## src/rtl/evt_sched_pkg.sv

```systemverilog
// Shared types for the windowed event-counter scheduler.
package evt_sched_pkg;

  typedef enum logic [2:0] {
    StIdle,
    StClear,
    StGate,
    StLatch,
    StPresent
  } sched_state_t;

endpackage

```

## src/rtl/evt_counter.sv

```systemverilog
// Modulo-MAX_COUNT event counter with a synchronous, active-high clear.
module evt_counter #(
  parameter int unsigned MAX_COUNT = 40_000,
  localparam int unsigned CntW = $clog2(MAX_COUNT)
) (
  input  logic            clk_in,
  input  logic            rst_in,
  input  logic            evt_in,
  output logic [CntW-1:0] count_out,
  output logic            at_max_out
);

  logic [CntW-1:0] count_q;

  assign at_max_out = (count_q == CntW'(MAX_COUNT - 1));
  assign count_out  = count_q;

  always_ff @(posedge clk_in) begin
    if (rst_in) begin
      count_q <= '0;
    end else if (evt_in) begin
      count_q <= at_max_out ? '0 : count_q + CntW'(1);
    end
  end

endmodule

```

## src/rtl/evt_window_sched.sv

```systemverilog
// Round-robin scheduler sharing one evt_counter across NUM_CH event channels,
// counting each selected channel for a fixed window and presenting the result.
module evt_window_sched
  import evt_sched_pkg::*;
#(
  parameter int unsigned NUM_CH        = 4,
  parameter int unsigned WINDOW_CYCLES = 100_000,
  parameter int unsigned MAX_COUNT     = 40_000,
  localparam int unsigned ChW  = $clog2(NUM_CH),
  localparam int unsigned WinW = $clog2(WINDOW_CYCLES + 1),
  localparam int unsigned CntW = $clog2(MAX_COUNT)
) (
  input  logic              clk_in,
  input  logic              rst_in,
  input  logic              run_in,
  input  logic [NUM_CH-1:0] ch_en_in,
  input  logic [NUM_CH-1:0] evt_in,
  output logic              result_valid_out,
  input  logic              result_ready_in,
  output logic [ChW-1:0]    result_ch_out,
  output logic [CntW-1:0]   result_count_out,
  output logic              result_ovf_out,
  output logic              busy_out,
  output logic [ChW-1:0]    active_ch_out
);

  // First enabled channel strictly after 'last', wrapping; 'last' itself is checked last.
  function automatic logic [ChW-1:0] rr_next(input logic [ChW-1:0]    last,
                                             input logic [NUM_CH-1:0] en);
    logic [ChW-1:0] pick;
    logic           found;
    int unsigned    idx;
    pick  = last;
    found = 1'b0;
    for (int unsigned i = 1; i <= NUM_CH; i++) begin
      idx = (32'(last) + i) % NUM_CH;
      if (!found && en[idx[ChW-1:0]]) begin
        pick  = ChW'(idx);
        found = 1'b1;
      end
    end
    return pick;
  endfunction

  sched_state_t    state_q, state_d;
  logic [ChW-1:0]  last_ch_q, active_ch_q, rr_base, sel_ch;
  logic [WinW-1:0] win_q;
  logic            ovf_q;
  logic [ChW-1:0]  res_ch_q;
  logic [CntW-1:0] res_count_q;
  logic            res_ovf_q;
  logic            start, accept, gated_evt, cnt_clr, at_max;
  logic [CntW-1:0] count;

  assign gated_evt = (state_q == StGate) && evt_in[active_ch_q];
  assign cnt_clr   = !rst_in || (state_q == StClear);

  always_comb begin
    start   = run_in && (|ch_en_in);
    accept  = (state_q == StPresent) && result_ready_in;
    // On PRESENT exit last_ch is being updated to active_ch in the same edge.
    rr_base = (state_q == StPresent) ? active_ch_q : last_ch_q;
    sel_ch  = rr_next(rr_base, ch_en_in);
    state_d = state_q;
    unique case (state_q)
      StIdle:    if (start) state_d = StClear;
      StClear:   state_d = StGate;
      StGate:    if (win_q == WinW'(WINDOW_CYCLES - 1)) state_d = StLatch;
      StLatch:   state_d = StPresent;
      StPresent: if (result_ready_in) state_d = start ? StClear : StIdle;
      default:   state_d = StIdle;
    endcase
  end

  always_ff @(posedge clk_in or negedge rst_in) begin
    if (!rst_in) begin
      state_q     <= StIdle;
      last_ch_q   <= ChW'(NUM_CH - 1);
      active_ch_q <= '0;
      win_q       <= '0;
      ovf_q       <= 1'b0;
      res_ch_q    <= '0;
      res_count_q <= '0;
      res_ovf_q   <= 1'b0;
    end else begin
      state_q <= state_d;
      if (state_d == StClear) active_ch_q <= sel_ch;
      if (accept) last_ch_q <= active_ch_q;
      if (state_q == StClear) begin
        win_q <= '0;
        ovf_q <= 1'b0;
      end else if (state_q == StGate) begin
        win_q <= win_q + WinW'(1);
        if (gated_evt && at_max) ovf_q <= 1'b1;
      end
      if (state_q == StLatch) begin
        res_ch_q    <= active_ch_q;
        res_count_q <= count;
        res_ovf_q   <= ovf_q;
      end
    end
  end

  evt_counter #(
    .MAX_COUNT(MAX_COUNT)
  ) u_counter (
    .clk_in    (clk_in),
    .rst_in    (cnt_clr),
    .evt_in    (gated_evt),
    .count_out (count),
    .at_max_out(at_max)
  );

  assign result_valid_out = (state_q == StPresent);
  assign busy_out         = (state_q != StIdle);
  assign active_ch_out    = active_ch_q;
  assign result_ch_out    = res_ch_q;
  assign result_count_out = res_count_q;
  assign result_ovf_out   = res_ovf_q;

endmodule
```

## config.mk

```make
export PLATFORM = sky130hd
export DESIGN_NAME = evt_window_sched
export DESIGN_NICKNAME = d
export VERILOG_FILES = /design/src/rtl/evt_sched_pkg.sv /design/src/rtl/evt_counter.sv /design/src/rtl/evt_window_sched.sv
export SDC_FILE = /design/constraint.sdc
export NUM_CORES = 1
export LEC_CHECK = 0
export ABC_AREA = 1
export CAP_MARGIN = 20
export CORE_AREA = 4 4 84 86
export CTS_CLUSTER_SIZE = 10
export DETAILED_ROUTE_END_ITERATION = 12
export DIE_AREA = 0 0 88 90
export GPL_ROUTABILITY_DRIVEN = 0
export PLACE_DENSITY = 0.71
export SYNTH_ARGS = -nofsm -noshare
export SYNTH_HDL_FRONTEND = slang
export SYNTH_HIERARCHICAL = 1
export SYNTH_SLANG_ARGS = --single-unit
```

## constraint.sdc

```tcl
create_clock -name clk_in -period 2.5 [get_ports clk_in]
set_clock_uncertainty 0.2 [all_clocks]
set_input_delay 0.375 -clock clk_in [delete_from_list [all_inputs] [get_ports clk_in]]
set_output_delay 0.375 -clock clk_in [all_outputs]
set_load 0.05 [all_outputs]
```

; ---- Word-level counts from Yosys, hierarchy flattened
; Cells that the tools add are included.
[totals]
wordCells = 74
register_bits = 60
inputBits = 12
[op_classes]
n_reduce_logical = 18
mux = 29
n_lt_le_gt_ge = 5
n_eq_ne = 7
addsub = 6
[op_table]
columns = operator, count
row1 = $mux 17, 2
row2 = $add 17x1->17 const B, 1
row3 = $eq 17x17->1 const B, 1
row4 = $add 16x1->16 const B, 1
row5 = $eq 16x16->1 const B, 1
row6 = $mux 16, 1
row7 = $lt 2x3->1 const B, 5
row8 = $pmux 3 s5, 1
row9 = $mux 1, 12
row10 = $bmux 1 s2, 5
row11 = $mux 2, 5
row12 = $mux 3, 3
row13 = $logic_and 1x1->1, 7
row14 = $eq 3x1->1 const B, 2
row15 = $eq 3x2->1 const B, 2
row16 = $add 2x1->2 const B, 2
row17 = $add 2x2->2 const B, 2
row18 = $logic_not 1->1, 4
row19 = $reduce_bool 2->1, 2
row20 = $reduce_or 4->1, 1
row21 = $eq 3x3->1 const B, 1
row22 = $logic_not 3->1, 1
row23 = $reduce_bool 3->1, 1
row24 = $reduce_and 2->1, 1
row25 = $logic_or 1x1->1, 1

; ---- Logic depth before layout (Yosys ltp)
[logic_depth]
ltp_word = 15
ltp_mapped = 14

; ---- By module
; Netlist, hierarchy kept.
[modules_own_cells]
columns = module, area_per_inst_um2, seq_area_each_um2, cells_each, n_inst
row1 = evt_window_sched, 2218.4, 1103.6, 264, 1
row2 = evt_counter, 902.1, 320.3, 133, 1

; ---- Worst setup path after synthesis
; Ideal clock, no wire load.
[synth_timing]
path_kind = reg2reg
from = reg active_ch_q[1], in the netlist active_ch_out[1]
to = reg u_counter.count_q[14], in the netlist u_counter/count_out[14]
n_path_buf = 1
slack_ns = 0.382
stages_incl_launch_ff = 11
required_time_ns = 2.174
t_arrival_ns = 1.792
setup_time_ns = 0.126
cell_sequence = dfrtp_1 inv_1 nor2_1 o21ai_0 a21oi_1 buf_4 nand2_1 nor3_1 nand4_1 nand2_1 nor2_1
[synth_via]
elab_chain_cells = 3
[synth_rtl]
columns = item, line_no
row1 = from (decl), evt_window_sched.sv:46  ; logic [ChW-1:0] last_ch_q, active_ch_q, rr_base, sel_ch;
row2 = from (signal assigned), evt_window_sched.sv:87  ; if (state_d == StClear) active_ch_q <= sel_ch;
row3 = $bmux 1 s2, evt_window_sched.sv:55  ; assign gated_evt = (state_q == StGate) && evt_in[active_ch_q];
row4 = $mux 1 (not written as such), evt_window_sched.sv:55
row5 = $logic_and 1x1->1, evt_window_sched.sv:55
row6 = via gated_evt, evt_window_sched.sv:52  ; logic start, accept, gated_evt, cnt_clr, at_max;
row7 = to (signal assigned), evt_counter.sv:22  ; count_q <= at_max_out ? '0 : count_q + CntW'(1);
row8 = to (decl), evt_counter.sv:13  ; logic [CntW-1:0] count_q;
; The timed path passes the listed nets, and every way through them passes these cells. The select of a mux whose other input is x is not followed.
; A chain may end at the register's enable or synchronous reset.

; ---- Worst setup path in the final report
[layout_timing]
from = reg state_q[2]
to = reg u_counter.count_q[14], in the netlist u_counter/count_out[14]
[layout_via]
elab_chain_cells = 2
[layout_rtl]
columns = item, line_no
row1 = from (decl), evt_window_sched.sv:45  ; sched_state_t state_q, state_d;
row2 = from (signal assigned), evt_window_sched.sv:77  ; state_q <= StIdle;
row3 = from (signal assigned), evt_window_sched.sv:86  ; state_q <= state_d;
row4 = $eq 3x2->1, evt_window_sched.sv:55
row5 = $logic_and 1x1->1, evt_window_sched.sv:55
row6 = via gated_evt, evt_window_sched.sv:52
; The timed path passes the listed nets, and every way through them passes these cells.

==> impl_results.md <==
- Outcome: completed
- Mapped Area: about 0.0031 sq mm
- Dominant synthesized flop cell: dfrtp_1
- Largest net degree at the start of global routing: 45
- DP HPWL: 4835 um
- Max-Cap Viols: 0
- Worst Hold Launch: result_ch_out[0]$_DFFE_PN0P_
- Reg2reg setup slack: 250 ps
- Cells after DPL: 508
- Crit path buffers/inverters: 2
- Initial Utilization: 49.71%
- Vias in the first global route: 2654
- CP Data Required Time: 2580 ps
- Average wire per standard cell: 12.60 um
- Post-synth EDFFs: 0
- Crit. End Element: register
- Post-Route WL: 6616 um
- Slew headroom: between 60% and 70%
- Critical path type: register to register
- CP Launch Type: register
- Worst slew pin tran: 551.1 ps
- Pwr Total: between 3 and 4 mW
- P per Cell Area: 844.5 mW/mm^2
- TritonRoute pass-1 iters: 4
- I/O pins: 35
- Max stage delay on crit path: 460 ps
- ANT cells: 0
- FILL cells: 571
- Post-DP Area: 0.003562 sq mm
- Non-filler cells, final: 525
- Dpl ws: around 140 ps
- Worst R2R Start: state_q[2]$_DFF_PN0_
- Total track usage: 18.60%
- Share of cells above drive strength 1: 14.51%
- Final TNS setup: 0 ps
- Row cnt: 29
- PnR worst setup slack: 251.3 ps
- Vias post-DR: 2707
- Commonest cells in the netlist: nand2_1, inv_1, dfrtp_1
- Yosys warns: 6
- Leading post-synthesis cells by cell area: dfrtp_1, nand2_1, dfxtp_1
- Worst Path Max Fanout: 11
- Worst hold slack: 281.9 ps
- Fin. Hold Viols: 0
- Syn-to-layout area delta: 20.41%
- NumNets Final: 457
- Maximum clock frequency: 0.4447 GHz
- CP most frequent cell: nand2_1
- Die area: 0.007920 sq mm
- Top-area cell type share of the netlist area: 33.68%
- Final Cycle Share: 89.95%
- Maximum vdd drop: ~0.00052 V
- Max clock buf depth: 2
- Num CTS Buffers: 9
- Post-Syn Nets: 411
- FF+latch count, synth: 60
- Max-slew violations: 0
- Mean Syn Cell Area: 7.860 sq um
- Fin area: 0.003757 sq mm
- Tightest Hold Check Type: register to register
- CTS tree: built
- Post-Route Utilization: between 50% and 60%
- Static Leak: approximately 1.8 nW
- Final setup vio count: 0
- Port Buffers: 34
- Core Area: about 0.0063 sq mm
- Skew-Pair Late Insertion Delay: approximately 330 ps
- Crit path max-delay family: simple AND/OR/NAND/NOR gates
- Worst Reg-to-Reg Cells: 10
- Clock Pin Slew Worst Setup and Hold Paths: about 60 ps
- Die width: 88 um
- Number of distinct library cells after synthesis: 39
- CTS Sinks: 60
- Hold Path End: result_ch_out[0]$_DFFE_PN0P_
- Crit path DAT: approximately 2300 ps
- Vias per inst: between 5 and 6
- H-tree depth: 3
- Clock root cell: clkbuf_8
- Tmin final: 2249 ps
- Routed Antenna Nets: 0
- 1st-iter DRT viols: 150
- Hold path depth: 2
- Initial antenna violation count: 0
- CP Cell Sequence: nor3_2 -> inv_2 -> a21oi_1 -> buf_4 -> nand2_1 -> nor3_1 -> nand3_1 -> nand2_1 -> nand2_1 -> nor2_1
- Crit-path slowest cell: dfrtp_1
- Synth Instances: 397
- DRC: 0
- Seq/Total Area, Yosys: between 40% and 50%
- Global-route wire length before repair: 11920 um
- GRT overflow: 0
- Synth area leader: dfrtp_1
- Post-synth ARST share: 73.33%
- FF-to-FF End: u_counter/count_out[14]$_SDFFE_PP0P_
- Count leader, synth: nand2_1
- Die Y-Extent: approximately 90 um
- RSZ-0062 raised after global routing: false
==> power breakdown <==
group	leakage, nW	internal, mW	switching, mW
clock	0.0965	0.438	0.357
sequential	0.725	1.08	0.110
combinational	0.939	0.395	0.790
==> flip-flops by register name, indices dropped and copies added (netlist names) <==
register	flops
result_count_out	16
u_counter/count_out	16
state_q	3
win_q	17
result_ovf_out	1
ovf_q	1
result_ch_out	2
last_ch_q	2
active_ch_out	2
==> repair_timing <==
item | CTS | global route
resized for setup | 0 | 1
buffers inserted | 0 | 0
endpoints found under the setup margin | 0 | 1
hold endpoints to repair | 42 | 0
hold buffers | 1 | 0
==> how the worst max path moves through the flow <==
stage,startpoint,end,slack (ps),cells past startpoint
floorplan,active_ch_out[1]$_DFFE_PN0N_,u_counter/count_out[14]$_SDFFE_PP0P_,380,10
finish,state_q[2]$_DFF_PN0_,u_counter/count_out[14]$_SDFFE_PP0P_,250,10
detailed placement,evt_in[0],u_counter/count_out[14]$_SDFFE_PP0P_,140,12
CTS,state_q[2]$_DFF_PN0_,busy_out,80,3
global placement,evt_in[0],u_counter/count_out[14]$_SDFFE_PP0P_,210,12
global route,state_q[2]$_DFF_PN0_,u_counter/count_out[14]$_SDFFE_PP0P_,40,10
==> cells by family (layout without fill, tap and decap cells) <==
logic type,count (synthesis),after routing,synth area share (%)
adder cells (fa/ha/maj),2,2,0.8018
AND/OR/NAND/NOR,209,209,30.71
AO/OA/AOI/OAI,46,46,8.341
buffers and inverters,59,110,7.298
XOR/XNOR,4,4,1.123
multiplexers,17,17,6.095
flip-flops,60,60,45.63
==> cell type report <==
class	instances	area, sq um	area share (%)
flip-flops and latches	60	1424	37.90
well taps	77	96.34	2.564
clock buffers	14	172.7	4.595
repair buffers	40	382.9	10.19
multi-input cells	278	1469	39.09
clock inverters	2	10.01	0.2664
inverters	54	202.7	5.395
==> worst min-delay path, delay by kind of cell, from the launching register on <==
family	cells	cell delay, ps
compound gates	1	50
flops	1	340
simple gates	1	50
==> layout by cell type (no fill, tap or decap), types with 6 or more instances in the layout <==
| cell | instances |
|---|---|
| clkbuf_8 | 12 |
| dfxtp_1 | 16 |
| nor3_1 | 9 |
| mux2_2 | 16 |
| buf_4 | 6 |
| o21ai_0 | 18 |
| dfrtp_1 | 42 |
| nand4_1 | 10 |
| a21oi_1 | 14 |
| nor2_1 | 35 |
| nand3_1 | 29 |
| nand2_2 | 10 |
| clkdlybuf4s50_1 | 31 |
| nand2_1 | 100 |
| inv_1 | 50 |
==> layer usage <==
layer  wire length [um]  vias up  track usage, %
met1               3265     1259           26.12
met2               2906       49           27.58
met5                  0        -               0
met3                341        9           5.667
li1                   -     1390               -
met4                102        0           5.243
Power figures use the tool's default switching activity.
